===== config.mk =====
export PLATFORM = sky130hd
export DESIGN_NAME = wr_sram_match_engine
export DESIGN_NICKNAME = d
export VERILOG_FILES = /design/src/rtl/wr_sram_match_engine_pkg.sv /design/src/rtl/sram_candidate_cmp.sv /design/src/rtl/wr_sram_match_engine.sv
export SDC_FILE = /design/constraint.sdc
export NUM_CORES = 1
export LEC_CHECK = 0
export CAP_MARGIN = 40
export CORE_MARGIN = 1
export CORE_UTILIZATION = 46
export DETAILED_ROUTE_END_ITERATION = 7
export HOLD_SLACK_MARGIN = 0.03
export PLACE_DENSITY = 0.78
export SYNTH_ARGS = -nofsm -noshare
export SYNTH_HDL_FRONTEND = slang
export SYNTH_HIERARCHICAL = 1
export SYNTH_SLANG_ARGS = --single-unit

===== constraint.sdc =====
create_clock -name clk -period 3 [get_ports clk]
set_input_delay 0.45 -clock clk [delete_from_list [all_inputs] [get_ports clk]]
set_output_delay 0.45 -clock clk [all_outputs]
set_load 0.005 [all_outputs]

===== src/rtl/wr_sram_match_engine_pkg.sv =====
// Shared definitions for the write-side SRAM matcher and the SRAM pool back end.
package wr_sram_match_engine_pkg;

    localparam int NUM_SRAM_DEF = 32;
    localparam int SRAM_W_DEF   = $clog2(NUM_SRAM_DEF);
    localparam int SPACE_W_DEF  = 11;
    localparam int AMOUNT_W_DEF = 9;
    localparam int LEN_W_DEF    = 6;
    localparam int TICK_W_DEF   = 8;

    // Index value meaning "no SRAM selected".
    localparam int NO_SRAM = NUM_SRAM_DEF;

    typedef enum logic [1:0] {
        POL_MAX_AMOUNT = 2'd0,
        POL_MAX_SPACE  = 2'd1,
        POL_FIRST_FIT  = 2'd2,
        POL_RESERVED   = 2'd3
    } policy_t;

    typedef enum logic [1:0] {
        ST_IDLE = 2'd0,
        ST_SCAN = 2'd1,
        ST_HOLD = 2'd2,
        ST_FAIL = 2'd3
    } state_t;

    function automatic int max_int(input int a, input int b);
        return (a > b) ? a : b;
    endfunction

endpackage


===== src/rtl/sram_candidate_cmp.sv =====
// Combinational scoring of one SRAM candidate against the current best.
module sram_candidate_cmp
    import wr_sram_match_engine_pkg::*;
#(
    parameter int NUM_SRAM = NUM_SRAM_DEF,
    parameter int SRAM_W   = $clog2(NUM_SRAM),
    parameter int SPACE_W  = SPACE_W_DEF,
    parameter int AMOUNT_W = AMOUNT_W_DEF,
    parameter int LEN_W    = LEN_W_DEF,
    parameter int SCORE_W  = max_int(SPACE_W, AMOUNT_W)
) (
    input  logic [1:0]          policy_q,
    input  logic [LEN_W-1:0]    len_q,
    input  logic [SRAM_W-1:0]   match_sram,
    input  logic                accessible,
    input  logic [SPACE_W-1:0]  free_space,
    input  logic [AMOUNT_W-1:0] packet_amount,
    input  logic                find,
    input  logic [SCORE_W-1:0]  best_score,
    output logic                eligible,
    output logic [SCORE_W-1:0]  score,
    output logic                better
);

    policy_t pol;
    logic    in_range;
    logic    space_ok;

    // Eligibility, policy score and ranking against the held best.
    always_comb begin
        pol      = policy_t'(policy_q);
        in_range = ({1'b0, match_sram} < (SRAM_W+1)'(NUM_SRAM));
        // One extra bit so new_length+1 cannot wrap.
        space_ok = ({1'b0, free_space} >= ((SPACE_W+1)'(len_q) + (SPACE_W+1)'(1)));
        eligible = accessible && in_range && space_ok;
        score    = (pol == POL_MAX_SPACE) ? SCORE_W'(free_space) : SCORE_W'(packet_amount);
        // First fit never replaces; scored policies replace only on strictly greater.
        better   = !find || ((pol != POL_FIRST_FIT) && (score > best_score));
    end

endmodule


===== src/rtl/wr_sram_match_engine.sv =====
// Per-port write-side SRAM matcher: scans round-robin candidates, commits the best.
module wr_sram_match_engine
    import wr_sram_match_engine_pkg::*;
#(
    parameter int NUM_SRAM = NUM_SRAM_DEF,
    parameter int SRAM_W   = $clog2(NUM_SRAM),
    parameter int SPACE_W  = SPACE_W_DEF,
    parameter int AMOUNT_W = AMOUNT_W_DEF,
    parameter int LEN_W    = LEN_W_DEF,
    parameter int TICK_W   = TICK_W_DEF
) (
    input  logic                clk,
    input  logic                rst_n,
    input  logic [TICK_W-1:0]   match_threshold,
    input  logic [TICK_W-1:0]   match_timeout,
    input  logic [1:0]          policy,
    input  logic [LEN_W-1:0]    new_length,
    input  logic                match_enable,
    input  logic                xfer_ready,
    input  logic [SRAM_W-1:0]   match_sram,
    input  logic                accessible,
    input  logic [SPACE_W-1:0]  free_space,
    input  logic [AMOUNT_W-1:0] packet_amount,
    output logic                match_busy,
    output logic                match_suc,
    output logic                match_fail,
    output logic [SRAM_W:0]     match_best_sram
);

    localparam int              SCORE_W = max_int(SPACE_W, AMOUNT_W);
    localparam logic [SRAM_W:0] NONE    = (SRAM_W+1)'(NUM_SRAM);

    state_t               state, state_d;
    logic [TICK_W-1:0]    tick;
    logic                 find;
    logic [SCORE_W-1:0]   best_score;
    logic [SRAM_W:0]      best_sram;
    logic [1:0]           pol_q;
    logic [LEN_W-1:0]     len_q;
    logic                 suc_q, fail_q;

    logic                 start, abort, scan_eval, take, commit, timeout_hit, rel_hit;
    logic                 cand_eligible, cand_better;
    logic [SCORE_W-1:0]   cand_score;

    sram_candidate_cmp #(
        .NUM_SRAM (NUM_SRAM),
        .SRAM_W   (SRAM_W),
        .SPACE_W  (SPACE_W),
        .AMOUNT_W (AMOUNT_W),
        .LEN_W    (LEN_W),
        .SCORE_W  (SCORE_W)
    ) u_cmp (
        .policy_q      (pol_q),
        .len_q         (len_q),
        .match_sram    (match_sram),
        .accessible    (accessible),
        .free_space    (free_space),
        .packet_amount (packet_amount),
        .find          (find),
        .best_score    (best_score),
        .eligible      (cand_eligible),
        .score         (cand_score),
        .better        (cand_better)
    );

    // State register.
    always_ff @(posedge clk) begin
        if (!rst_n) state <= ST_IDLE;
        else        state <= state_d;
    end

    // Next-state and per-cycle control decisions.
    always_comb begin
        state_d     = state;
        start       = 1'b0;
        abort       = 1'b0;
        scan_eval   = 1'b0;
        take        = 1'b0;
        commit      = 1'b0;
        timeout_hit = 1'b0;
        rel_hit     = 1'b0;
        case (state)
            ST_IDLE: begin
                if (match_enable) begin
                    start   = 1'b1;
                    state_d = ST_SCAN;
                end
            end
            ST_SCAN: begin
                if (!match_enable) begin
                    abort   = 1'b1;
                    state_d = ST_IDLE;
                end else begin
                    scan_eval = 1'b1;
                    take      = cand_eligible && cand_better;
                    // A candidate taken this cycle counts toward the commit.
                    if ((tick >= match_threshold) && (find || take)) begin
                        commit  = 1'b1;
                        state_d = ST_HOLD;
                    end else if (tick == match_timeout) begin
                        timeout_hit = 1'b1;
                        state_d     = ST_FAIL;
                    end
                end
            end
            ST_HOLD: begin
                if (xfer_ready) begin
                    rel_hit = 1'b1;
                    state_d = ST_IDLE;
                end
            end
            ST_FAIL: state_d = ST_IDLE;
            default: state_d = ST_IDLE;
        endcase
    end

    // Scan datapath: tick, best candidate, latched request and result pulses.
    always_ff @(posedge clk) begin
        if (!rst_n) begin
            tick       <= '0;
            find       <= 1'b0;
            best_score <= '0;
            best_sram  <= NONE;
            pol_q      <= '0;
            len_q      <= '0;
            suc_q      <= 1'b0;
            fail_q     <= 1'b0;
        end else begin
            suc_q  <= commit;
            fail_q <= timeout_hit;
            if (start) begin
                tick       <= '0;
                find       <= 1'b0;
                best_score <= '0;
                best_sram  <= NONE;
                pol_q      <= policy;
                len_q      <= new_length;
            end
            if (scan_eval) begin
                if (tick != '1) tick <= tick + TICK_W'(1);
                if (take) begin
                    find       <= 1'b1;
                    best_score <= cand_score;
                    best_sram  <= {1'b0, match_sram};
                end
            end
            if (abort || timeout_hit || rel_hit) begin
                find      <= 1'b0;
                best_sram <= NONE;
            end
        end
    end

    // Status outputs.
    always_comb begin
        match_busy      = (state == ST_SCAN) || (state == ST_HOLD);
        match_suc       = suc_q;
        match_fail      = fail_q;
        match_best_sram = best_sram;
    end

endmodule


Word level (Yosys, flattened, before mapping)
Index checks and enable logic that the tools add are counted.
- flip-flop bits (word level): 38
- input bits: 54
- output and inout bits: 9
- logic and storage cells: 72
- add/sub/neg operators: 2
- magnitude comparators: 3
- equality and inequality tests: 10
- muxes and demuxes: 33
- bitwise operators: 1
- reduce and logical (&&, ||, !) cells: 14
- operators with widths (cell ; count):
    11-bit 2-to-1 mux ; 4
    8-bit 2-to-1 mux ; 3
    6-bit 2-to-1 mux ; 3
    1-bit 2-to-1 mux ; 17
    11-bit by 12-bit greater-or-equal comparator with 1-bit output ; 1
    11-bit greater-than comparator ; 1
    2-bit 2-to-1 mux ; 5
    8-bit by 1-bit adder with 8-bit output, second input constant ; 1
    8-bit equality test ; 1
    8-bit greater-or-equal comparator ; 1
    8-bit != test, second input constant ; 1
    2-bit case mux with 4 select lines ; 1
    6-bit by 1-bit adder with 7-bit output, second input constant ; 1
    2-bit != test, second input constant ; 3
    3-bit AND reduction ; 2
    1-bit logical OR ; 5
    2-bit by 1-bit equality test with 1-bit output, second input constant ; 2
    2-bit equality test, second input constant ; 2
    1-bit logical AND ; 4
    4-bit != test, second input constant ; 1
    2-bit logical NOT ; 1
    2-bit OR reduction ; 1
    1-bit logical NOT ; 1
    1-bit inverter ; 1

Depth between registers and ports, before layout
Gate-level depths: netlist of the first run.
- depth after elaboration: 14
- depth in mapped cells: 14
- depth with buffers taken out: 12

Hierarchy
The synthesis of the first run kept the hierarchy.
- modules (own cells, without submodules) (module ; instances ; cells an instance ; area each (um^2) ; sequential area each (um^2)):
    wr_sram_match_engine ; 1 ; 243 ; 2009.4 ; 760.7
    sram_candidate_cmp ; 1 ; 87 ; 665.6 ; 0.0

Least setup slack after synthesis of the first run
OpenSTA, ideal clock, no wires.
- path kind: register -> register
- from: reg pol_q[1]
- to: reg state[1]
- library setup time: 62 ps
- arrival: 3001 ps
- required time: 2938 ps
- slack: -63 ps
- stages on the path, launching flop included: 13
- buffers on the path: 1
- cell sequence: dfxtp_1 > nand2b_1 > buf_2 > mux2_2 > ha_1 > a211o_1 > o211ai_2 > a21oi_2 > o31a_1 > a21oi_1 > nor2_1 > or4_1 > nand3_1
- cells in the longest elaborated chain, start to end: 11
- elaborated cells on any way between the ends: 14
- classes of those cells: 1 x order compare; 3 x eq/ne; 4 x mux; 6 x reduce/logical
- ends and longest elaborated chain (what ; line ; RTL):
    start: declaration ; wr_sram_match_engine.sv:38 ; logic [1:0] pol_q;
    start signal: assignment ; wr_sram_match_engine.sv:137 ; pol_q <= policy;
    2-bit by 1-bit equality test with 1-bit output (*) ; sram_candidate_cmp.sv:36 ; score = (pol == POL_MAX_SPACE) ? SCORE_W'(free_space) : SCORE_W'(packet_amount);
    11-bit 2-to-1 mux (*) ; sram_candidate_cmp.sv:36 ;
    via cand_score[4] ; wr_sram_match_engine.sv:44 ; logic [SCORE_W-1:0] cand_score;
    11-bit greater-than comparator (*) ; sram_candidate_cmp.sv:38 ; better = !find || ((pol != POL_FIRST_FIT) && (score > best_score));
    1-bit logical AND (*) ; sram_candidate_cmp.sv:38 ;
    1-bit logical OR (*) ; sram_candidate_cmp.sv:38 ;
    via cand_better ; wr_sram_match_engine.sv:43 ; logic cand_eligible, cand_better;
    1-bit logical AND (*) ; wr_sram_match_engine.sv:96 ; take = cand_eligible && cand_better;
    1-bit logical OR (*) ; wr_sram_match_engine.sv:98 ; if ((tick >= match_threshold) && (find || take)) begin
    1-bit logical AND (*) ; wr_sram_match_engine.sv:98 ;
    2-bit 2-to-1 mux ; wr_sram_match_engine.sv:98 ;
    2-bit 2-to-1 mux ; wr_sram_match_engine.sv:91 ; if (!match_enable) begin
    2-bit case mux with 4 select lines ; wr_sram_match_engine.sv:83 ; case (state)
    end signal: assignment ; wr_sram_match_engine.sv:70 ; else state <= state_d;
    end: declaration ; wr_sram_match_engine.sv:33 ; state_t state, state_d;
Mark *: on every way through the listed nets, which the timed path passes. The rest lies on a longest branch.
A chain may end at the register's enable or synchronous reset.

Worst setup path in the final report of the first run
Ends and elaborated chain as after synthesis.

==> results summary, run 1 <==
The endpoint required time on the critical path is 3240 ps. The family of cells with the greatest summed delay on the critical path is compound AO/OA/AOI/OAI gates. Dividing the detail-routed wire length by the instance count gives 15.1 um. The area fraction of the dominant cell type after synthesis came out at 0.284. The number of rows in the core area is 27. Yosys attributes the largest share of cell area to dfxtp_1 28%, ha_1 14%, a21boi_0 5.9%. The largest net degree at the start of global routing is 21.

The final number of setup-violating endpoints is 0. The post-synthesis net count came out at 415. Once routing completed, OpenROAD measured the worst setup slack at 54.6 ps.

The share of final-layout standard cells stronger than drive strength 1 came out at 0.176. The critical path crosses 13 cells after its start point. In the routed design, unresolved DRC markers number 0. The power density relative to cell area came out at 381 nW/um2.

Setup repair after global routing could not meet its margin everywhere. The pin slew with the least headroom to its limit is 600 ps. The master cell of the clock root buffer is clkbuf_8.

Counting cells, the worst reg-to-reg path comes to 13. The critical path data arrival time came out at 3190 ps. The total negative slack for setup checks came out at 0 ps. The capturing element of the worst setup path is state[1].

The switching portion of total power came out at 0.262. The overall die width is 78.3 um. The count of input and output buffers came out at 62. The worst hold slack across all endpoints came out at 473 ps. The share of async-settable or async-resettable flops after synthesis came out at 0.

The height of the die came out at 78.3 um. The core region is 5540 um2. The TritonCTS buffer count is 5. The most frequently used cell type in the post-synthesis netlist is nand2_1.

Buffers inserted to repair hold after CTS numbered 0. The critical path is of the reg -> reg type. Sorting the synthesized cells by how often they occur yields 40 x nand2_1, 38 x dfxtp_1, 31 x ha_1, 31 x inv_1, 27 x nand3_1. The count of mapped cells out of synthesis is 330.

Routability-driven placement finished with a final weighted congestion of 0.869. The worst-skew pair later-pin latency is 290 ps. The first global-routing pass estimated 11.8 mm of wire. The initial antenna violation count is 0.

The signal on the critical path passes through nand2b_4, buf_12, mux2_4, ha_2, a211o_1, o211ai_2, a21oi_2, o31a_1, a21oi_2, a311oi_2, buf_4, or4_4, nand3_2. The peak supply drop came out at 0.295 mV. The sequential share of the synthesized area came out at 0.284. The largest single stage delay on the critical path is 470 ps. The final layout net count came out at 499.

The flop-to-flop setup slack is 50 ps. Cell internal power was estimated by the tool at 1.10 mW. The CTS tree is built. The share of total power dissipated in sequential elements is 0.367. The category of the worst setup path capture point is a register. During I/O placement, the number of pins put on the boundary was 63. The worst setup path is launched from a register.

The post-DP HPWL came out at 5.32 mm. The startpoint identified for the worst register-to-register timing path is pol_q[1]. The tightest slew margin relative to the limit came out at 0.598. The initial core utilization is 0.483. The final critical delay including setup and external delays is 2950 ps.

The area of the multi-input gates came out at 1910 um2. The worst hold-check path type is reg -> reg. The aggregate global-route resource usage came out at 0.241.

The clock sink count came out at 38. The number of hold violations in the final report was 0. Yosys printed 6 warnings. The number of enable-type register cells in the synthesized netlist is 0. The share of the cycle needed by the critical path after routing came out at 0.982. CTS built an H-tree with a depth of 2. The total vias in the final route came out at 2,706.

The maximum count of clock buffers along a single path came out at 2. In this run the critical register-to-register path is captured at state[1]. The most used flip-flop cell after synthesis is dfxtp_1.

Of the total power, the clock network draws 0.363. The aggregate global routing overflow came out at 0. The largest total area in the synthesized netlist belongs to dfxtp_1. The hold-critical path depth is 2. The achievable clock frequency is 340 MHz. Fill cells in the final layout number 441.

The critical path contains buffers and inverters numbering 2 combined. The combinational power share is 0.270. The cell area that synthesis handed to floorplanning was 2680 um2. The number of register bits inferred by synthesis is 38. The worst setup timing slack at the placement stage came out at -255 ps.

The number of slew-limit violations in the final report is 0. The total die area came out at 6120 um2. The violation count after the first detailed-routing iteration is 134. The count of nets left with antenna violations once routing finished came out at 0.

The flow ran to the end, and the final reports show no timing, DRC or antenna violations. The worst setup skew after layout is 2.53 ps. The critical path's slowest cell is or4_4. The number of detailed-routing iterations run before antenna repair came out at 4.

Tracing the worst setup path back leads to its startpoint at pol_q[1]. The via count of the first global-routing pass is 2,724. The area used by sequential logic in the layout is 762 um2. The static power due to leakage is 1.54 nW. The repair_antennas step left the layout with diodes totalling 0. The net switching power of the design is 388 uW. The most frequent cell on the critical path is a21oi_2. The number of unique standard cell types used by synthesis came out at 48. Summed over all layers, the routed wires come to 7.36 mm. The post-route core utilization is 0.703. The via count normalized by instance count is 5.56. Clock-pin slew was measured on the worst setup and hold paths at 70 ps. Relative to the synthesized area, the layout overhead comes to 45.6%. Of all nets on the critical path, the largest fanout is 5. The tool flagged a number of max-cap violations equal to 0. The mean area per synthesized cell is 8.11 um2.
timing repair:
item                       4_1_cts  5_1_grt
resized for setup                5       23
gates cloned                     0        1
pin swaps                        4        9
setup endpoints to repair        9        9
buffers inserted                 1        1
flip-flops by register name, summed over array words and instances, names as in the netlist:
register and cells:
best_score 11, find 1, len_q 6, match_best_sram 6, match_fail 1, match_suc 1
pol_q 2, state 2, tick 8
worst min-delay path by stage:
stage / start / end / slack [ps]
after floorplan: best_score[1] / best_score[1] / 450
after global placement: best_score[1] / best_score[1] / 450
after detailed placement: best_score[1] / best_score[1] / 460
after CTS: best_score[1] / best_score[1] / 470
after global routing: best_score[1] / best_score[1] / 500
final: best_score[1] / best_score[1] / 470
power groups by stage:
| stage | combinational, mW | sequential, mW | clock (mW) |
|---|---|---|---|
| floorplan | 0.191 | 0.551 | 0 |
| global placement | 0.348 | 0.554 | 0 |
| detailed placement | 0.356 | 0.555 | 0 |
| CTS | 0.366 | 0.544 | 0.546 |
| global route | 0.441 | 0.548 | 0.567 |
| finish | 0.401 | 0.544 | 0.539 |
worst min-delay path, stage by stage, from the launching register on:
cell,delay (ps)
dfxtp_1,320
nand3_1,60
a21boi_1,50
per-stage QoR:
stage | cell area (um2) | power, mW | cells
final | 3890 | 1.48 | 487
after global routing | 3890 | 1.56 | 487
after CTS | 3740 | 1.46 | 486
after detailed placement | 3560 | 0.911 | 477
after global placement | 3560 | 0.901 | 477
after floorplan | 2680 | 0.741 | 330
cell type report:
class                      instances  share of cell area
clock buffer                       6              0.0212
tap                               72              0.0231
inverter                          31              0.0299
multi-input combinational        250               0.490
clock inverter                     2              0.0154
sequential                        38               0.196
timing repair buffer              88               0.224
routing by layer:
layer	track usage	vias up	routed length, um
met4	0.0944	0	169
li1	-	1339	-
met3	0.0453	20	347
met2	0.434	80	3720
met5	0	-	0
met1	0.279	1267	3120
kinds of logic (layout without fill, tap and decap cells):
kind of cell,after synthesis,in the layout,synth area share
buffers and inverters,42,127,0.0608
and+or+nand+nor,124,124,0.237
muxes,9,9,0.0374
adders and majority gates,31,31,0.145
xor gates and xnor gates,12,12,0.0393
DFF,38,38,0.284
AOI/OAI and AO/OA,74,74,0.196
layout by cell type (no fill, tap or decap), drive strengths merged, types with 2 or more instances in the layout:
| cell type | n |
|---|---|
| a21boi | 26 |
| a21oi | 17 |
| a311o | 2 |
| a31oi | 2 |
| and2 | 4 |
| and3 | 4 |
| buf | 25 |
| bufinv | 2 |
| clkbuf | 7 |
| clkdlybuf4s50 | 61 |
| dfxtp | 38 |
| ha | 31 |
| inv | 31 |
| mux2 | 8 |
| nand2 | 41 |
| nand2b | 3 |
| nand3 | 27 |
| nand3b | 2 |
| nand4 | 3 |
| nor2 | 17 |
| nor2b | 4 |
| nor3 | 3 |
| nor4 | 10 |
| o211ai | 3 |
| o21a | 2 |
| o21ai | 12 |
| or3 | 2 |
| or4 | 2 |
| xor2 | 11 |
Note: power is estimated with default switching activity, not from simulation.
==> inputs of run 2 (changes only) <==
CORE_UTILIZATION = 45   (was 46)
PLACE_DENSITY = 0.77   (was 0.78)
SYNTH_HIERARCHICAL = not set   (was 1)
==> run 2 against run 1 <==
  * Cell area down 12%
  * Sequential power down 1%
  * Routed wire length decreased by 17%
  * Setup slack improved by 50 ps
  * First-iteration DRC count fell by 19%
  * Critical path depth shrank 1
  * Global-route usage is 3.8 points lower
  * Largest power group unchanged
  * Clock skew rose by 4.5 ps
  * Register-to-register slack improved by 50 ps
  * Largest cell class unchanged
  * Die area shrank 1.4%
  * Fmax rose by 1.7%
  * Sequential share of layout area rose by 2.8 points
==> results summary, run 2 <==
The global-route track usage on met3 came out at 0.0388 (-0.00653). The wire length per cell after detailed routing is 13.3 um (-12%). The critical path data arrival time came out at 3110 ps (-80 ps).

The number of top-level pins came out at 63 (unchanged). More flip-flops sit in one register than any other, and that register is best_score. The largest family of logic cells by synthesized area is simple AND/OR/NAND/NOR gates. The total vias in the final route was 2,432 (-10%). Ranked by instance count, the synthesized netlist is headed by 39 x a21oi_1, 38 x dfxtp_1, 37 x nand2_1, 32 x ha_1, 29 x inv_1. The final routed wirelength across all metal layers is 6.07 mm (-17%). The static power due to leakage is 1.30 nW (-16%). The aggregate global routing overflow is 0 (unchanged). The maximum count of clock buffers along a single path is 2 (unchanged). The largest total area in the synthesized netlist belongs to dfxtp_1. The number of remaining DRC errors came out at 0 (unchanged). The fraction of met1 tracks used by global routing came to 0.249 (-0.0308). The total die area came to 6040 um2 (-1.4%). The final number of setup-violating endpoints came to 0 (unchanged). The worst setup skew after layout is 7.01 ps (+4.48 ps). The count of mapped cells out of synthesis is 316 (-4.2%). The diode insertion count for antenna repair came out at 0 (unchanged). The count of input and output buffers came out at 62 (unchanged). The share of the cycle needed by the critical path after routing is 0.965 (-0.0167). The endpoint required time on the critical path came out at 3210 ps (-30 ps). The clock-pin slew reported for the worst setup and hold paths after clock tree synthesis was 70 ps (about the same). The post-placement cell area came out at 3300 um2 (-7.4%). The category of the worst setup path capture point is a register. The share of final-layout standard cells stronger than drive strength 1 is 0.0833 (-0.0926). The most frequently used cell type in the post-synthesis netlist is a21oi_1. The adder-cell share of the synthesized area is 0.155 (+0.0103). The worst setup path is launched from a register. The placeable core region came to 5510 um2 (-0.61%). The internal cell power is 866 uW (-21%). The highest fanout seen on the critical path is 12 (+7). The via count of the first global-routing pass is 2,284 (-16%). The total negative slack for setup checks is 0 ps (unchanged). The TritonCTS buffer count came to 5 (unchanged).

The wire length of the first global-routing pass is 9.84 mm (-16%). The number of unique standard cell types used by synthesis came out at 47 (-2.1%). The initial core utilization came to 0.468 (-0.0145). The number of register bits inferred by synthesis was 38 (unchanged). The tree is rooted in a clkbuf_8. The largest registers in the layout are best_score (11), tick (8). The most used flip-flop cell after synthesis is dfxtp_1.

The overall die width came out at 77.7 um (-0.72%). The CTS tree is built. The routability congestion estimate came to 0.847 (-2.5%). The net switching power of the design is 331 uW (-15%). The worst-skew pair later-pin latency is 290 ps (about the same).

The layer flagged by global routing as most heavily used is met2. The synthesized-area fraction occupied by xor and xnor cells is 0.0408 (+0.00147). The mapped cell area is 2580 um2 (-3.6%). The final total power is 1.20 mW (-19%). The total number of H-tree levels is 2 (unchanged).

The portion of total power attributed to the clock network is 0.300 (-0.063). The area fraction of the dominant cell type after synthesis is 0.295 (+0.0106). The final layout net count is 469 (-6.0%).

Setup repair after global routing left no endpoint under its margin. The initial antenna violation count came out at 0 (unchanged). The library cell used most frequently in the layout, excluding fill and tap cells, is clkdlybuf4s50_1. The sequential cell fraction of total power came out at 0.448 (+0.081). The via count normalized by instance count is 5.33 (-4.0%). The number of inserted filler cells in the final layout is 511 (+16%). The violation count after the first detailed-routing iteration came out at 108 (-19%). The share of async-settable or async-resettable flops after synthesis came out at 0 (unchanged). The power density relative to cell area is 351 nW/um2 (-7.9%). The cell area after layout came to 3410 um2 (-12%). The number of enable-type register cells in the synthesized netlist is 0 (unchanged).

The aggregate global-route resource usage was 0.204 (-0.0375). The clock sink count is 38 (unchanged). The mean area per synthesized cell came out at 8.16 um2 (+0.67%). The fraction of the mapped netlist area in simple logic gates was 0.215 (-0.0217). The number of detailed-routing iterations run before antenna repair came to 4 (unchanged). By startpoint and endpoint, the worst setup path is classified as reg -> reg. The final critical delay including setup and external delays came out at 2900 ps (-50.0 ps). The met2 capacity usage during global routing came to 0.352 (-0.0820).

The height of the die is 77.7 um (-0.72%). The number of slew-limit violations in the final report is 0 (unchanged). The switching portion of total power came to 0.277 (+0.0149). The synthesis-to-finish area growth came out at 32.3%. The largest net degree at the start of global routing was 19 (-9.5%). The tightest slew margin relative to the limit is 0.510 (-0.0881).

The post-route core utilization is 0.620 (-0.0832). The number of violations of the max-capacitance limit came out at 0 (unchanged). The area fraction in compound gates after synthesis was 0.185 (-0.0116).

Ranked by total cell area, the synthesized netlist is headed by dfxtp_1 30%, ha_1 16%, a21oi_1 7.6%. The post-DP HPWL is 4.68 mm (-12%). The combinational power share was 0.252 (-0.018).

The remaining number of nets flagged by the antenna check after routing is 0 (unchanged). The achievable clock frequency came out at 345 MHz (+1.7%). The worst hold-check path type is reg -> reg.

The number of flip-flops under the largest register name came out at 11 (unchanged). The sequential share of the synthesized area is 0.295 (+0.0106). The mux cell area share after synthesis came out at 0.0471 (+0.00965). The number of hold violations in the final report came out at 0 (unchanged). The count of yosys warnings during synthesis came out at 0 (-6).

The number of rows in the core area is 27 (unchanged). The pin slew with the least headroom to its limit is 727 ps (+127 ps). The post-synthesis net count came to 402 (-3.1%).

The peak supply drop is 0.232 mV (-21%). The flow ran to the end, and the final reports show no timing, DRC or antenna violations. In the layout the commonest cells are 62 x clkdlybuf4s50_1, 38 x a21oi_1, 37 x nand2_1, 37 x dfxtp_1, 32 x ha_1.
## run 2: cell type report
type | count | area [um2] | area share
multi-input cells | 238 | 1670 | 0.489
repair buffers | 71 | 692 | 0.203
inverters | 29 | 109 | 0.0319
clock buffers | 7 | 86.3 | 0.0253
flip-flops and latches | 38 | 762 | 0.223
clock inverters | 1 | 5.00 | 0.00147
well taps | 72 | 90.1 | 0.0264
## run 2: final timing paths
check,slack [ps],end,depth (start not counted),startpoint
min,480,pol_q[0],2,pol_q[0]
min reg2reg,480,pol_q[0],2,pol_q[0]
max,100,best_score[6],12,pol_q[0]
max reg2reg,100,best_score[6],12,pol_q[0]
## run 2: repair_timing
action,4_1_cts,5_1_grt
buffers inserted,0,1
hold buffers,0,0
resized for setup,0,5
setup endpoints to repair,0,20
endpoints found under the hold margin,0,0
## run 2: through the flow
step           worst slack, ps  instances  hold WS, ps
2_1_floorplan             77.0        316          440
3_3_place_gp              71.0        447          449
3_5_place_dp             -23.2        447          464
4_1_cts                   68.5        455          474
5_1_grt                   1.74        456          493
6_report                   105        456          475
## run 2: logic make-up after synthesis
kind of cell    Yosys count
simple gates            109
buf+inv                  40
xor+xnor                 12
fa+ha+maj                32
flops                    38
compound gates           74
mux                      11
## run 2: per-layer routing
| metal | share of wire | routed length (um) | vias to the layer above |
|---|---|---|---|
| met5 | 0 | 0 | - |
| met3 | 0.052 | 313 | 11 |
| met4 | 0.018 | 111 | 0 |
| met2 | 0.46 | 2810 | 64 |
| li1 | - | - | 1235 |
| met1 | 0.47 | 2840 | 1122 |
## run 2: critical path: stages, from the launching register on
cell and delay [ps]:
dfxtp_1 350, nor2b_1 170, buf_6 180, mux2_2 370, ha_1 290, nor2b_1 130, o211ai_1 190, a21oi_2 100
a2111oi_4 250, nor4b_4 110, buf_4 190, or3_1 320, a21oi_1 160
## run 2: power groups by stage
stage                     Clock, mW  Combinational, mW  Sequential [mW]
after floorplan                   0              0.168            0.544
after global placement            0              0.288            0.547
after detailed placement          0              0.295            0.548
after CTS                     0.366              0.298            0.536
after global routing          0.388              0.336            0.539
final                         0.359              0.302            0.537
==> inputs of run 3 (changes only) <==
SKIP_LAST_GASP = 1   (was not set)
==> results of run 3 <==
Same layout as run 2: the final DEF is identical, and so are final timing and power.
